### config.mk
export PLATFORM = sky130hd
export DESIGN_NAME = sgpio_shifter_flat
export DESIGN_NICKNAME = d
export VERILOG_FILES = /design/src/rtl/sgpio_pkg.sv /design/src/rtl/sgpio_shifter_if.sv /design/src/rtl/sgpio_tick_gen.sv /design/src/rtl/sgpio_shifter.sv /design/src/flat_wrapper.sv
export SDC_FILE = /design/constraint.sdc
export NUM_CORES = 1
export LEC_CHECK = 0
export CORE_AREA = 2 2 57 59
export CTS_CLUSTER_SIZE = 40
export DETAILED_ROUTE_END_ITERATION = 10
export DIE_AREA = 0 0 59 61
export GPL_ROUTABILITY_DRIVEN = 0
export GPL_TIMING_DRIVEN = 0
export PLACE_DENSITY = 0.82
export SLEW_MARGIN = 20
export SYNTH_ARGS = -nofsm -noshare
export SYNTH_HDL_FRONTEND = slang
export SYNTH_SLANG_ARGS = --single-unit
### constraint.sdc
create_clock -name aclk -period 1.6 [get_ports aclk]
set_input_delay 0.48 -clock aclk [delete_from_list [all_inputs] [get_ports aclk]]
set_output_delay 0.48 -clock aclk [all_outputs]
set_load 0.1 [all_outputs]
### src/rtl/sgpio_pkg.sv
// Shared types, defaults and sizing helpers for the SGPIO debug serializer.
package sgpio_pkg;

    localparam int unsigned DATA_W_DEF   = 8;
    localparam int unsigned HALF_DIV_DEF = 250;

    typedef enum logic [1:0] {
        ST_IDLE  = 2'd0,
        ST_FRST  = 2'd1,
        ST_SHIFT = 2'd2
    } sgpio_state_e;

    // Counter width able to hold 0..n-1, never narrower than one bit.
    function automatic int unsigned cnt_w(input int unsigned n);
        return (n <= 2) ? 1 : $clog2(n);
    endfunction

endpackage

### src/rtl/sgpio_shifter_if.sv
// Request side (en/data/strobe) plus the 3-wire SGPIO debug link.
interface sgpio_shifter_if #(
    parameter int unsigned DATA_W = sgpio_pkg::DATA_W_DEF
);
    logic              en;
    logic [DATA_W-1:0] i_data;
    logic              i_valid;
    logic              SGPIO_FPGA_DBG_CPU0_DATA;
    logic              SGPIO_FPGA_DBG_RST_N;
    logic              SGPIO_FPGA_DBG_CLK_100k;

    modport master (
        output en, i_data, i_valid,
        input  SGPIO_FPGA_DBG_CPU0_DATA, SGPIO_FPGA_DBG_RST_N, SGPIO_FPGA_DBG_CLK_100k
    );

    modport slave (
        input  en, i_data, i_valid,
        output SGPIO_FPGA_DBG_CPU0_DATA, SGPIO_FPGA_DBG_RST_N, SGPIO_FPGA_DBG_CLK_100k
    );
endinterface

### src/rtl/sgpio_tick_gen.sv
// Half-period timebase: phase_tick_o pulses once every HALF_DIV cycles while enabled.
module sgpio_tick_gen
    import sgpio_pkg::*;
#(
    parameter int unsigned HALF_DIV = HALF_DIV_DEF  // must be >= 2
) (
    input  logic clk,
    input  logic rst_n,
    input  logic clr_i,
    input  logic en_i,
    output logic phase_tick_o
);

    localparam int unsigned   CW       = cnt_w(HALF_DIV);
    localparam logic [CW-1:0] WRAP     = CW'(HALF_DIV - 1);
    localparam logic [CW-1:0] PRE_WRAP = CW'(HALF_DIV - 2);

    logic [CW-1:0] cnt_q, cnt_d;
    logic          tick_q, tick_d;

    // Tick is registered one count early so it is high exactly while cnt_q == WRAP.
    always_comb begin
        cnt_d  = cnt_q;
        tick_d = 1'b0;
        if (clr_i) begin
            cnt_d = '0;
        end else if (en_i) begin
            cnt_d  = (cnt_q == WRAP) ? '0 : cnt_q + CW'(1);
            tick_d = (cnt_q == PRE_WRAP);
        end
    end

    always_ff @(posedge clk or negedge rst_n) begin
        if (!rst_n) begin
            cnt_q  <= '0;
            tick_q <= 1'b0;
        end else begin
            cnt_q  <= cnt_d;
            tick_q <= tick_d;
        end
    end

    assign phase_tick_o = tick_q;

endmodule

### src/rtl/sgpio_shifter.sv
// Serializes one byte per accepted strobe onto the SGPIO link: frame reset, then MSB-first bits.
module sgpio_shifter
    import sgpio_pkg::*;
#(
    parameter int unsigned DATA_W   = DATA_W_DEF,   // must be >= 2
    parameter int unsigned HALF_DIV = HALF_DIV_DEF
) (
    input  logic            aclk,
    input  logic            aresetn,
    input  logic            reset,
    sgpio_shifter_if.slave  bus
);

    localparam int unsigned BW = cnt_w(DATA_W);

    sgpio_state_e      state_q, state_d;
    logic [DATA_W-1:0] sr_q, sr_d;
    logic [BW-1:0]     bit_q, bit_d;
    logic              phase_q, phase_d;
    logic              data_q, data_d;
    logic              sclk_q, sclk_d;
    logic              frst_n_q, frst_n_d;
    logic              tick;

    sgpio_tick_gen #(.HALF_DIV(HALF_DIV)) u_tick (
        .clk          (aclk),
        .rst_n        (aresetn),
        .clr_i        (reset || (state_q == ST_IDLE)),
        .en_i         (state_q != ST_IDLE),
        .phase_tick_o (tick)
    );

    // phase_q marks the second half-period of the frame reset or of the current bit.
    always_comb begin
        state_d  = state_q;
        sr_d     = sr_q;
        bit_d    = bit_q;
        phase_d  = phase_q;
        data_d   = data_q;
        sclk_d   = sclk_q;
        frst_n_d = frst_n_q;
        case (state_q)
            ST_IDLE: begin
                phase_d  = 1'b0;
                data_d   = 1'b0;
                sclk_d   = 1'b0;
                frst_n_d = 1'b1;
                if (bus.i_valid && bus.en) begin
                    sr_d     = bus.i_data;
                    bit_d    = BW'(DATA_W - 1);
                    frst_n_d = 1'b0;
                    state_d  = ST_FRST;
                end
            end
            ST_FRST: begin
                frst_n_d = 1'b0;
                sclk_d   = 1'b0;
                data_d   = 1'b0;
                if (tick) begin
                    phase_d = ~phase_q;
                    if (phase_q) begin
                        frst_n_d = 1'b1;
                        data_d   = sr_q[DATA_W-1];
                        state_d  = ST_SHIFT;
                    end
                end
            end
            ST_SHIFT: begin
                if (tick) begin
                    phase_d = ~phase_q;
                    if (!phase_q) begin
                        sclk_d = 1'b1;
                    end else begin
                        sclk_d = 1'b0;
                        sr_d   = sr_q << 1;
                        bit_d  = bit_q - BW'(1);
                        // Next MSB is presented on the falling edge, never while the clock is high.
                        data_d = (bit_q == '0) ? 1'b0 : sr_q[DATA_W-2];
                        if (bit_q == '0) begin
                            state_d = ST_IDLE;
                        end
                    end
                end
            end
            default: begin
                state_d = ST_IDLE;
            end
        endcase
    end

    always_ff @(posedge aclk or negedge aresetn) begin
        if (!aresetn) begin
            state_q  <= ST_IDLE;
            sr_q     <= '0;
            bit_q    <= '0;
            phase_q  <= 1'b0;
            data_q   <= 1'b0;
            sclk_q   <= 1'b0;
            frst_n_q <= 1'b0;
        end else if (reset) begin
            state_q  <= ST_IDLE;
            sr_q     <= '0;
            bit_q    <= '0;
            phase_q  <= 1'b0;
            data_q   <= 1'b0;
            sclk_q   <= 1'b0;
            frst_n_q <= 1'b0;
        end else begin
            state_q  <= state_d;
            sr_q     <= sr_d;
            bit_q    <= bit_d;
            phase_q  <= phase_d;
            data_q   <= data_d;
            sclk_q   <= sclk_d;
            frst_n_q <= frst_n_d;
        end
    end

    assign bus.SGPIO_FPGA_DBG_CPU0_DATA = data_q;
    assign bus.SGPIO_FPGA_DBG_RST_N     = frst_n_q;
    assign bus.SGPIO_FPGA_DBG_CLK_100k  = sclk_q;

endmodule

### src/flat_wrapper.sv
// flat-port wrapper written by rule: the top's interface ports become plain ports
module sgpio_shifter_flat import sgpio_pkg::*;
#(
    parameter int unsigned DATA_W   = DATA_W_DEF,                  
    parameter int unsigned HALF_DIV = HALF_DIV_DEF
)
  (aclk, aresetn, reset, bus_en, bus_i_data, bus_i_valid, bus_SGPIO_FPGA_DBG_CPU0_DATA, bus_SGPIO_FPGA_DBG_RST_N, bus_SGPIO_FPGA_DBG_CLK_100k);
  sgpio_shifter_if #(.DATA_W(DATA_W)) bus_i ();
  input  logic aclk;
  input  logic aresetn;
  input  logic reset;
  input wire logic [$bits(bus_i.en)-1:0] bus_en;
  input wire logic [$bits(bus_i.i_data)-1:0] bus_i_data;
  input wire logic [$bits(bus_i.i_valid)-1:0] bus_i_valid;
  output wire logic [$bits(bus_i.SGPIO_FPGA_DBG_CPU0_DATA)-1:0] bus_SGPIO_FPGA_DBG_CPU0_DATA;
  output wire logic [$bits(bus_i.SGPIO_FPGA_DBG_RST_N)-1:0] bus_SGPIO_FPGA_DBG_RST_N;
  output wire logic [$bits(bus_i.SGPIO_FPGA_DBG_CLK_100k)-1:0] bus_SGPIO_FPGA_DBG_CLK_100k;
  assign bus_i.en = bus_en;
  assign bus_i.i_data = bus_i_data;
  assign bus_i.i_valid = bus_i_valid;
  assign bus_SGPIO_FPGA_DBG_CPU0_DATA = bus_i.SGPIO_FPGA_DBG_CPU0_DATA;
  assign bus_SGPIO_FPGA_DBG_RST_N = bus_i.SGPIO_FPGA_DBG_RST_N;
  assign bus_SGPIO_FPGA_DBG_CLK_100k = bus_i.SGPIO_FPGA_DBG_CLK_100k;
  sgpio_shifter #(.DATA_W(DATA_W), .HALF_DIV(HALF_DIV)) u_core (.aclk(aclk), .aresetn(aresetn), .reset(reset), .bus(bus_i));
endmodule
Word level (Yosys, flattened, before mapping)

Cells that the tools add are included.

Bits in registers: 26
Input bits: 13
Output and inout bits: 3
Logic and storage cells: 83

$add $sub $neg: 2
Equality and inequality tests: 11
Multiplexer cells: 42
Bitwise logic cells: 1
Reductions and logical operators: 18

Operators by type and width:

| operator              | count |
|---|---|
| $mux W8               | 7 |
| $mux W1               | 17 |
| $eq A8 B8 Y1 const B  | 2 |
| $pmux W8 S2           | 1 |
| $mux W2               | 7 |
| $mux W3               | 4 |
| $reduce_bool A3 Y1    | 4 |
| $ne A3 B2 Y1 const B  | 3 |
| $ne A3 B3 Y1 const B  | 3 |
| $add A8 B1 Y8 const B | 1 |
| $pmux W1 S2           | 3 |
| $pmux W2 S3           | 1 |
| $pmux W3 S2           | 1 |
| $reduce_and A6 Y1     | 1 |
| $reduce_and A2 Y1     | 2 |
| $reduce_and A4 Y1     | 1 |
| $reduce_bool A2 Y1    | 2 |
| $reduce_bool A4 Y1    | 1 |
| $reduce_or A2 Y1      | 2 |
| $logic_not A3 Y1      | 1 |
| $ne A3 B1 Y1 const B  | 1 |
| $pmux W1 S3           | 1 |
| $reduce_and A3 Y1     | 1 |
| $sub A3 B1 Y3 const B | 1 |
| 6 further kinds       | 6 |

Longest topological paths before layout

Word-level depth: 6
Depth in mapped cells: 7

Hierarchy

Synthesis repeated with hierarchy kept, for this count alone.

Cell total of the unflattened synthesis: 161
Area total of the unflattened synthesis: 1571.5 um^2

By module, submodules not included:

| module         | times used | cells an instance | area each (um^2) | sequential area each (um^2) |
|---|---|---|---|---|
| sgpio_shifter  | 1          | 109               | 1067.3           | 425.4 |
| sgpio_tick_gen | 1          | 52                | 504.2            | 225.2 |

Worst setup path before layout

OpenSTA, ideal clock, no wires.

Path kind: register -> register
Start: register u_core.state_q[1]
End: register u_core.sr_q[6]
Arrival: 1474 ps
Data required time: 1504 ps
Path slack: 31 ps
Cell stages (with the launch flop): 8
Path buffers: 1
Cells stage by stage: dfrtp_1 -> inv_1 -> ha_1 -> or3_1 -> o221ai_4 -> buf_8 -> nand2_1 -> o31ai_1

Longest elaborated chain between the ends: 3
Elaborated cells on any way between the ends: 9

Ends and longest elaborated chain:

| item                                                                 | RTL line             | source |
|---|---|---|
| start, declared                                                      | sgpio_shifter.sv:16  | `sgpio_state_e state_q, state_d;` |
| start signal, assigned                                               | sgpio_shifter.sv:109 | `state_q <= state_d;` |
| $eq A2 B2 Y1 / $logic_not A2 Y1 (equally long branches)              | sgpio_shifter.sv:42  | `case (state_q)` |
| $ne A3 B2 Y1 (no source line), or another cell as far along          | --                   |  |
| $reduce_and A4 Y1 (no source line) / $mux W8 (equally long branches) | --                   |  |
| end signal, assigned                                                 | sgpio_shifter.sv:110 | `sr_q <= sr_d;` |
| end, declared                                                        | sgpio_shifter.sv:17  | `logic [DATA_W-1:0] sr_q, sr_d;` |

Several ways; a longest one is shown, not always the timed one.
A chain may end at the register's enable or synchronous reset.

Worst setup path in the final report

Start: register u_core.state_q[1]
End: register u_core.sr_q[5]

Same word-level chain as after synthesis.

==> results.rst <==
.. list-table::
   :header-rows: 1

   * - Metric
     - Value
   * - Result of the run
     - complete, but fails checks
   * - Violated checks
     - setup timing
   * - Number of antenna violations at the first check in global routing
     - 0
   * - WP data arrival
     - 1.93 ns
   * - Number of max-slew violations in the final report
     - 0
   * - Slew at the pin closest to its max-slew limit
     - 0.5693 ns
   * - Required time worst endpoint
     - 1.84 ns
   * - Layout cell share with drive strength beyond 1
     - 30.64%
   * - Beginning of the critical path
     - u_core.state_q[1]
   * - Die Span X
     - 59 um
   * - Pwr dens
     - 1701 nW/um2
   * - Clock tree root driver cell
     - clkbuf_4
   * - Post-synth EDFFs
     - 0
   * - First-pass iteration count of the detailed router
     - 6
   * - Leakage component of the power
     - 0.8319 nW
   * - Htree depth
     - 1
   * - Number of input and output port buffers inserted
     - 15
   * - Cell types occupying the most area after synthesis
     - dfrtp_1 (45%), ha_1 (7.0%), mux2i_1 (6.3%)
   * - Floorplan die area
     - 3599 um2
   * - Hold WC Path Type
     - in -> async
   * - Mean post-synth cell area
     - 10.06 um2
   * - CP Capture Type
     - flop
   * - Total DRC errors in the routed layout
     - 0
   * - Number of global-route vias before repair
     - 1,191
   * - Summed instance area of the synthesized netlist
     - 1439 um2
   * - Synthesized flop and latch total
     - 26
   * - Cell count after synthesis
     - 143
   * - Starting density of the core
     - 48.73%
   * - Share of the cycle needed by the critical path after routing
     - 105.5%
   * - Hold violation total from the final report
     - 0
   * - Final Critical Period
     - 1.687 ns
   * - Total of hold buffers inserted after clock tree synthesis
     - 0
   * - DR WL/cell
     - 15.37 um
   * - Growth of design area from synthesis to finish
     - 32.96%
   * - List of most frequent post-synthesis cells
     - dfrtp_1 (26), nor2_1 (16), nand2_1 (15)
   * - Remaining number of nets flagged by the antenna check after routing
     - 0
   * - Sort of element at the start of the critical path
     - flop
   * - Unrepaired setup endpoints after global routing
     - true
   * - Total number of placement rows
     - 20
   * - Final cell count without fillers
     - 206
   * - Proportion of netlist area held by the largest area contributor
     - 45.22%
   * - Die height
     - 61 um
   * - CTS sink count
     - 26
   * - Via/cell ratio
     - 5.583
   * - Critical register-to-register path startpoint
     - u_core.state_q[1]
   * - Synthesized Nets
     - 164
   * - Number of endpoints failing setup at the final stage
     - 10
   * - Max-cap violation count
     - 0
   * - Worst supply voltage drop on vdd
     - 0.7011 mV
   * - Most common cell in the synthesized netlist
     - dfrtp_1
   * - Slew margin rel.
     - 62.04%
   * - Sequential share of the synthesized area
     - 45.22%
   * - Largest buffer count on any clock path
     - 2
   * - Total chip power
     - 3.254 mW
   * - Area of the core
     - 2953 um2
   * - Maximum number of pins on one net before global-route repair
     - 27
   * - Synth warn
     - 0
   * - I/O pin cnt
     - 16
   * - Crit Path Category
     - reg -> reg
   * - Gr usage total
     - 18.31%
   * - Via Count
     - 1,150
   * - PnR worst setup slack
     - -0.08736 ns
   * - Most used DFF post-synth
     - dfrtp_1
   * - Top cell type by total area after synthesis
     - dfrtp_1
   * - Remaining global-route overflow
     - 0
   * - Achievable frequency
     - 0.5926 GHz
   * - Initial DRC Count
     - 34
   * - Number of CTS-inserted buffers
     - 3
   * - Placed wire-length estimate
     - 1970 um
   * - First-pass GRT wire length
     - 4961 um
   * - Count of distinct cell types in the synthesized netlist
     - 39
   * - Worst clock skew
     - 0.009737 ns
   * - Overall routed net length
     - 3167 um
   * - Worst-path clk slew
     - 0.14 ns
   * - Insertion delay to the later sink of the worst-skew pair
     - 0.32 ns
   * - Final net count
     - 195
   * - CTS tree
     - built
   * - Fraction of registers with async set or reset after synthesis
     - 100.0%
   * - Diodes inserted
     - 0
   * - Critical Path Fanout Max
     - 7
   * - Placed cells
     - 191
==> routing by layer <==
metal | GRT usage [%] | vias to the layer above | wire length [um]
met5 | 0 | - | 0
met4 | 8.442 | 0 | 41
met1 | 20.51 | 560 | 1300
li1 | - | 559 | -
met3 | 3.838 | 4 | 111
met2 | 33.33 | 27 | 1714
==> through the flow <==
stage	TNS (ns)	worst slack [ns]	utilization, %	hold slack, ns	area (um2)
2_1_floorplan	0	0.03062	-	0.1844	1439
3_3_place_gp	-14.89	-0.4074	55.21	0.4595	1630
3_5_place_dp	-16.98	-0.4448	55.21	0.4716	1630
4_1_cts	-0.2140	-0.03394	62.12	0.5021	1834
5_1_grt	-1.003	-0.1230	64.79	0.1576	1913
6_report	-0.5880	-0.08736	64.79	0.1213	1913
==> layout make-up <==
type                            count  area (um2)
Buffer                              4       30.03
Clock buffer                        3       22.52
Clock inverter                      1       30.03
Fill cell                         223        1040
Inverter                            9       33.78
Multi-Input combinational cell    104       847.1
Sequential cell                    26       651.9
Tap cell                           33       41.29
Timing Repair Buffer               26       256.5
==> where the power goes <==
group	switching, mW	internal [mW]	total [mW]
Combinational	0.939	0.911	1.85
Clock	0.194	0.253	0.448
Sequential	0.135	0.821	0.956
==> critical path, stage by stage (launching register included) <==
cell	delay (ns)
dfrtp_2	0.48
buf_6	0.13
ha_4	0.17
or3_4	0.34
o221ai_4	0.08
buf_12	0.16
buf_8	0.13
nand2_2	0.06
o31ai_2	0.05
==> cell usage in the layout (no fill, tap or decap), types with 2 or more instances in the layout <==
master | synthesis | routed
nand2_1 | 15 | 7
ha_4 | 0 | 2
buf_4 | 0 | 10
a21oi_2 | 1 | 3
nand2_2 | 0 | 6
ha_1 | 8 | 6
o31ai_2 | 0 | 3
o21ai_0 | 3 | 2
buf_2 | 1 | 3
o31ai_4 | 0 | 2
nand4_1 | 2 | 2
clkdlybuf4s50_1 | 0 | 11
nand2b_2 | 0 | 2
mux2i_1 | 9 | 9
or3b_1 | 2 | 2
a21oi_1 | 7 | 5
xnor2_1 | 2 | 2
nand3_1 | 3 | 3
nor2_1 | 16 | 15
inv_2 | 0 | 2
o31ai_1 | 7 | 2
o311ai_1 | 1 | 2
nor3_1 | 3 | 3
clkbuf_4 | 0 | 4
nand2_4 | 0 | 2
xor2_1 | 4 | 4
inv_1 | 9 | 7
dfrtp_1 | 26 | 25
and3_1 | 2 | 2
==> kinds of logic (layout without fill, tap and decap cells) <==
logic type               Yosys count  count (layout)  synth area share (%)
flip-flops                        26              26                 45.22
XOR/XNOR                           6               6                 3.652
AO/OA/AOI/OAI                     27              27                 14.96
multiplexers                       9               9                 6.261
buffers and inverters             13              43                 4.260
AND/OR/NAND/NOR                   54              54                 18.70
adder cells (fa/ha/maj)            8               8                 6.957
==> final timing paths <==
path / endpoint / slack [ns] / cells past startpoint
setup reg to reg: u_core.sr_q[5] / -0.09 / 8
setup / recovery: u_core.sr_q[5] / -0.09 / 8
hold / removal: u_core.state_q[0] / 0.12 / 1
hold reg to reg: u_core.sr_q[4] / 0.52 / 2
max in group asynchronous: u_core.state_q[1] / 1.08 / 1
min in group aclk: u_core.sr_q[4] / 0.52 / 2
==> what timing repair did <==
action,in CTS,in global routing
endpoints found under the setup margin,20,15
pin swaps,3,2
gates cloned,1,0
setup buffers,9,1
gates resized for setup,34,21
==> flip-flops by register name, summed over array words and instances, names as in the netlist <==
signal	count
u_core.sr_q	8
u_core.bus.SGPIO_FPGA_DBG_CPU0_DATA	1
u_core.phase_q	1
u_core.u_tick.cnt_q	8
u_core.state_q	2
u_core.bus.SGPIO_FPGA_DBG_CLK_100k	1
u_core.bit_q	3
u_core.bus.SGPIO_FPGA_DBG_RST_N	1
u_core.u_tick.phase_tick_o	1
Power figures use the tool's default switching activity.
